<file path="src/rtl/byte_lane_packer.sv">
// ---------------------------------------------------------------------------
// byte_lane_packer
//   Packs RATIO consecutive IN_W-bit symbols (MSB-first) into WW-bit words and
//   distributes successive words round-robin across LANES output lanes, each
//   with its own valid/ready holding register.
//
//   Optional feature macro: BYTE_LANE_PACKER_FLUSH_EN
//     Defined   : a partial word idle for IDLE_MAX cycles is zero-padded and
//                 emitted, with lane_partial set for that lane.
//     Undefined : partial words are held until completed, discarded by
//                 sync_in, or cleared by reset; lane_partial stays 0.
//
// Ports
//   clk_4f       in   block clock, rising edge
//   reset        in   asynchronous active-low reset
//   data_in      in   IN_W   input symbol
//   valid_in     in   1      data_in valid
//   sync_in      in   1      (with valid_in) symbol starts a new word/frame
//   lane_ready   in   LANES  per-lane consumer ready
//   lane_data    out  LANES*WW, lane i at [i*WW +: WW]
//   lane_valid   out  LANES  lane holds an unconsumed word
//   lane_partial out  LANES  lane word was zero-padded by flush
//   overrun      out  1      pulse: completed word dropped (target lane full)
//   sym_cnt      out  IDXW   symbols currently held in the packing buffer
// ---------------------------------------------------------------------------
module byte_lane_packer #(
  parameter  int unsigned IN_W     = 8,
  parameter  int unsigned RATIO    = 2,
  parameter  int unsigned LANES    = 2,
  parameter  int unsigned IDLE_MAX = 4,
  localparam int unsigned WW       = IN_W * RATIO,
  localparam int unsigned IDXW     = (RATIO > 1) ? $clog2(RATIO) : 1
) (
  input  logic                  clk_4f,
  input  logic                  reset,
  input  logic [IN_W-1:0]       data_in,
  input  logic                  valid_in,
  input  logic                  sync_in,
  input  logic [LANES-1:0]      lane_ready,
  output logic [LANES*WW-1:0]   lane_data,
  output logic [LANES-1:0]      lane_valid,
  output logic [LANES-1:0]      lane_partial,
  output logic                  overrun,
  output logic [IDXW-1:0]       sym_cnt
);

  localparam int unsigned LPW = (LANES > 1) ? $clog2(LANES) : 1;
  localparam logic [IDXW-1:0] IDX_LAST = IDXW'(RATIO - 1);
  localparam logic [LPW-1:0]  LP_LAST  = LPW'(LANES - 1);

  // State registers
  logic [WW-1:0]        r_buf;
  logic [IDXW-1:0]      r_idx;
  logic [LPW-1:0]       r_lp;
  logic [LANES*WW-1:0]  r_lane_data;
  logic [LANES-1:0]     r_lane_valid;
  logic [LANES-1:0]     r_lane_partial;
  logic                 r_overrun;

  // Next-state values
  logic [WW-1:0]        w_buf;
  logic [IDXW-1:0]      w_idx;
  logic [LPW-1:0]       w_lp;
  logic [LANES*WW-1:0]  w_lane_data;
  logic [LANES-1:0]     w_lane_valid;
  logic [LANES-1:0]     w_lane_partial;
  logic                 w_overrun;

  // Completion bookkeeping
  logic [IDXW-1:0]      w_slot;
  logic [LPW-1:0]       w_sel;
  logic [WW-1:0]        w_word;
  logic                 w_offer;
  logic                 w_flush;

`ifdef BYTE_LANE_PACKER_FLUSH_EN
  localparam int unsigned CW = $clog2(IDLE_MAX + 1);
  logic [CW-1:0]        r_idle;
  logic [CW-1:0]        w_idle;
`endif

  // Next-state: packing, completion, lane load/overrun, consumption
  always_comb begin
    w_buf          = r_buf;
    w_idx          = r_idx;
    w_lp           = r_lp;
    w_lane_data    = r_lane_data;
    // Consumption: a ready lane clears unless reloaded below at the same edge
    w_lane_valid   = r_lane_valid & ~lane_ready;
    w_lane_partial = r_lane_partial;
    w_overrun      = 1'b0;
    w_slot         = '0;
    w_sel          = r_lp;
    w_word         = '0;
    w_offer        = 1'b0;
    w_flush        = 1'b0;
`ifdef BYTE_LANE_PACKER_FLUSH_EN
    w_idle         = r_idle;
`endif

    if (valid_in) begin
      // sync_in restarts the word and the lane rotation
      w_slot = sync_in ? '0 : r_idx;
      w_sel  = sync_in ? '0 : r_lp;
      // Starting a word clears the buffer so unfilled LSBs read as zero
      w_buf  = (w_slot == '0) ? '0 : r_buf;
      for (int s = 0; s < int'(RATIO); s++) begin
        if (w_slot == IDXW'(s)) begin
          w_buf[WW-1-s*IN_W -: IN_W] = data_in;
        end
      end
      if (sync_in) begin
        w_lp = '0;
      end
      if (w_slot == IDX_LAST) begin
        w_offer = 1'b1;
        w_word  = w_buf;
        w_idx   = '0;
      end else begin
        w_idx   = w_slot + IDXW'(1);
      end
`ifdef BYTE_LANE_PACKER_FLUSH_EN
      w_idle = '0;
`endif
    end
`ifdef BYTE_LANE_PACKER_FLUSH_EN
    else if ((r_idx != '0) && (r_idle < CW'(IDLE_MAX))) begin
      w_idle = r_idle + CW'(1);
      // Idle limit reached: emit the left-aligned partial word
      if (r_idle == CW'(IDLE_MAX - 1)) begin
        w_offer = 1'b1;
        w_flush = 1'b1;
        w_word  = r_buf;
        w_sel   = r_lp;
        w_idx   = '0;
      end
    end
`endif

    if (w_offer) begin
      for (int i = 0; i < int'(LANES); i++) begin
        if (w_sel == LPW'(i)) begin
          if (r_lane_valid[i] && !lane_ready[i]) begin
            w_overrun = 1'b1;
          end else begin
            w_lane_valid[i]          = 1'b1;
            w_lane_partial[i]        = w_flush;
            w_lane_data[i*WW +: WW]  = w_word;
          end
        end
      end
      // Pointer advances even on a drop to keep later words lane-aligned
      w_lp = (w_sel == LP_LAST) ? '0 : w_sel + LPW'(1);
    end
  end

  // State register
  always_ff @(posedge clk_4f or negedge reset) begin
    if (!reset) begin
      r_buf          <= '0;
      r_idx          <= '0;
      r_lp           <= '0;
      r_lane_data    <= '0;
      r_lane_valid   <= '0;
      r_lane_partial <= '0;
      r_overrun      <= 1'b0;
    end else begin
      r_buf          <= w_buf;
      r_idx          <= w_idx;
      r_lp           <= w_lp;
      r_lane_data    <= w_lane_data;
      r_lane_valid   <= w_lane_valid;
      r_lane_partial <= w_lane_partial;
      r_overrun      <= w_overrun;
    end
  end

`ifdef BYTE_LANE_PACKER_FLUSH_EN
  // Idle counter
  always_ff @(posedge clk_4f or negedge reset) begin
    if (!reset) begin
      r_idle <= '0;
    end else begin
      r_idle <= w_idle;
    end
  end
`endif

  assign lane_data    = r_lane_data;
  assign lane_valid   = r_lane_valid;
  assign lane_partial = r_lane_partial;
  assign overrun      = r_overrun;
  assign sym_cnt      = r_idx;

endmodule

</file>
<file path="config.mk">
export PLATFORM = sky130hd
export DESIGN_NAME = byte_lane_packer
export DESIGN_NICKNAME = d
export VERILOG_FILES = /design/src/rtl/byte_lane_packer.sv
export SDC_FILE = /design/constraint.sdc
export NUM_CORES = 1
export LEC_CHECK = 0
export ABC_AREA = 1
export ABC_CLOCK_PERIOD_IN_PS = 1400
export BUFFER_PORTS_ARGS = -buffer_cell sky130_fd_sc_hd__buf_4
export CORE_MARGIN = 4
export CORE_UTILIZATION = 52
export DETAILED_ROUTE_END_ITERATION = 10
export PLACE_DENSITY = 0.79
export SETUP_SLACK_MARGIN = 0.15
export SLEW_MARGIN = 15
export SYNTH_ARGS = -nofsm -noshare
export SYNTH_HDL_FRONTEND = slang
export SYNTH_SLANG_ARGS = --single-unit
</file>
<file path="constraint.sdc">
create_clock -name clk_4f -period 1.4 [get_ports clk_4f]
set_input_delay 0.07 -clock clk_4f [delete_from_list [all_inputs] [get_ports clk_4f]]
set_output_delay 0.07 -clock clk_4f [all_outputs]
set_load 0.1 [all_outputs]
</file>
==> impl_results.md <==
- Outcome: completed
- Ys async rst share: 100%
- Critical Path Source Type: flip-flop
- Met2 Resource Use GR: 28.5%
- Max Freq: 806 MHz
- Post-synth EDFFs: 0
- Crit-path slowest cell: dfrtp_4
- Hold crit path type: input pin to flip-flop
- WS Path Type: flip-flop to output port
- Synth Instances: 217
- Dpl hpwl: ~3200 microns
- Num Clock Sinks: 45
- Max Cap Viol: 0
- R2r setup slk: 0.16 ns
- Initial Util: 54.9%
- Routed vias/inst: between 5 and 6
- Clock Latency Late Sink: 0.30 ns
- Gr ovfl total: 0
- Setup violators final: 0
- Crit-path cells: buf_4 > buf_4
- HP Start: data_in[0]
- Slew HR: 63.1%
- GPL Wtd Cong: roughly 0.8
- DRC Markers: 0
- FF+latch count, synth: 45
- Crit-path max cell delay: approximately 0.5 ns
- R2R cell count: 6
- Unrepaired setup endpoints after global routing: yes
- Hold path depth: 3
- Io pins: 52
- N_diodes: 0
- M3 GR Usage: 5.11%
- Final period util: between 80% and 90%
- Reg2reg end: lane_data[0]$_DFFE_PN0P_
- List of most frequent post-synthesis cells: nand2_1, dfrtp_1, nand3_1, inv_1, nand4_1
- DR vias: ~1700
- CP arrival: around 1.2 ns
- Clock Tree Buf Depth: 2
- Htree depth: 2
- Die Area: 0.00499 sq mm
- Endpoint class of the critical path: output port
- Sequential area share after synthesis: between 50% and 60%
- Area Growth Syn to Fin: 31.4%
- Met1 Track Usage GR: 26.4%
- Port Buf Inserts: slightly below 50
- Antenna-violating nets left: 0
- Synthesized area per cell: 9.41 sq um
- Reg clk slew, reported paths: 0.08 ns
- Worst-margin pin slew: roughly 0.55 ns
- Most frequent cell after synthesis: nand2_1
- Cell variety after synth: 19
- Peak fanout along the critical path: 3
- Yosys Warn Count: 0
- Drt total wl: 4700 microns
- Area leader, netlist: dfrtp_1
- Vert. Die Dim: ~70 microns
- Largest net degree at the start of global routing: 46
- Number of global-route vias before repair: 1538
- Avg WL per Cell: ~14 microns
- Most frequent CP cell: buf_4
- Layout cells sized above 1: 34.4%
- Antenna violations before repair: 0
- First drt pass iteration count: 4
- # rows: 22
- Hold Fails Final Rpt: 0
- Critical path data required time: between 1 and 1.5 ns
- Slew Viols, Final: 0
- Drt initial violations: 137
- Global Route Usage Sum: 18.7%
- CTS Buf Count: 5
- CTS tree: built
- Crit path time final: ~1.2 ns
- Core area: 0.00372 sq mm
- Root buffer selected by CTS: clkbuf_8
- Syn Std Cell Area: 0.00204 sq mm
- Yosys top cell area share: a little under three fifths
- # fillers: 283
- Most used routing layer: met2
- Worst R2R Start: sym_cnt$_DFFE_PN0P_
- Most used DFF post-synth: dfrtp_1
- Worst Clk Skew: between 0.005 and 0.006 ns
- Setup TNS: 0 ns
- Synth area leaders: dfrtp_1, nand2_1, nand3_1
- DIE WIDTH: 70.7 microns
- Nets: 293
- First-pass GRT wire length: 7380 microns
- Hold Path End: lane_data[16]$_DFFE_PN0P_
-- placed cells by master, fill, tap and decap left out --
master	synthesis	routed
bufinv_16	0	1
buf_6	3	4
nand2_8	0	1
o21bai_2	10	10
nor2_4	2	3
buf_2	4	1
nor3b_2	1	1
clkinv_2	0	1
conb_1	1	2
o21bai_1	6	6
clkbuf_8	0	5
xor2_1	1	1
o21ai_0	1	1
dfrtp_4	0	3
inv_1	20	19
nand4_1	16	16
inv_4	0	1
dlygate4sd3_1	0	2
o22ai_1	1	1
nand3_1	25	25
nand2_2	3	1
dfrtp_1	45	42
nand2_4	1	4
buf_4	7	60
nand2_1	69	68
-- worst max-delay path, delay by kind of cell (launching register included) --
kind | cells | cell delay [ns]
DFF | 1 | 0.50
buffers and inverters | 2 | 0.37
-- sequential cells by signal, summed over array words and instances, names as in the netlist --
signal,count
lane_data,32
r_buf,8
lane_valid,2
overrun,1
r_lp,1
sym_cnt,1
-- repair_timing --
| item | in CTS | in global routing |
|---|---|---|
| endpoints found under the setup margin | 0 | 11 |
| hold buffers | 2 | 0 |
| gates resized for setup | 0 | 5 |
| endpoints found under the hold margin | 46 | 0 |
| buffers inserted | 0 | 7 |
-- final cells by class --
type	instances	area [sq um]	area share [%]
flip-flops and latches	45	1140	42.4
repair buffers	67	520	19.4
well taps	48	60.1	2.24
multi-input cells	140	783	29.2
clock buffers	5	68.8	2.57
clock inverters	2	35.0	1.31
inverters	20	77.6	2.89
-- cells by family (layout without fill, tap and decap cells) --
| kind of cell | Yosys count | in the layout | share of synthesized area [%] |
|---|---|---|---|
| AO/OA/AOI/OAI | 18 | 18 | 8.27 |
| XOR/XNOR | 1 | 1 | 0.429 |
| buffers and inverters | 34 | 94 | 8.88 |
| flip-flops | 45 | 45 | 55.1 |
| other | 1 | 2 | 0.184 |
| AND/OR/NAND/NOR | 118 | 119 | 27.1 |
-- stage by stage --
step / hold slack (ns) / area [sq um] / setup WS (ns) / utilization, % / instances
3_3_place_gp: 0.0961 / 2470 / 0.226 / 66.4 / 309
3_5_place_dp: 0.101 / 2470 / 0.202 / 66.4 / 309
2_1_floorplan: -0.226 / 2080 / 0.0201 / - / 218
6_report: 0.0259 / 2680 / 0.160 / 72.2 / 327
5_1_grt: 0.0318 / 2680 / 0.100 / 72.2 / 327
4_1_cts: 0.0219 / 2590 / 0.185 / 69.7 / 318
-- worst max path at each step --
stage / startpoint / to / cells past startpoint / slack, ns
CTS: sym_cnt$_DFFE_PN0P_ / lane_data[10]$_DFFE_PN0P_ / 5 / 0.18
detailed placement: sym_cnt$_DFFE_PN0P_ / lane_data[10]$_DFFE_PN0P_ / 5 / 0.20
global placement: sym_cnt$_DFFE_PN0P_ / lane_data[11]$_DFFE_PN0P_ / 5 / 0.23
floorplan: lane_valid[1]$_DFF_PN0_ / lane_data[22]$_DFFE_PN0P_ / 7 / 0.02
finish: sym_cnt$_DFFE_PN0P_ / sym_cnt / 2 / 0.16
global route: sym_cnt$_DFFE_PN0P_ / lane_data[0]$_DFFE_PN0P_ / 6 / 0.10
-- per-layer routing --
layer  wire [microns]  vias up
met5                0        -
met4               83        0
met2             2290       62
met3              324       10
li1                 -      822
met1             2000      825
Power is left out: the tool's default activity adds up to more than one toggle a clock period on the data nets, which glitch-free logic cannot reach.
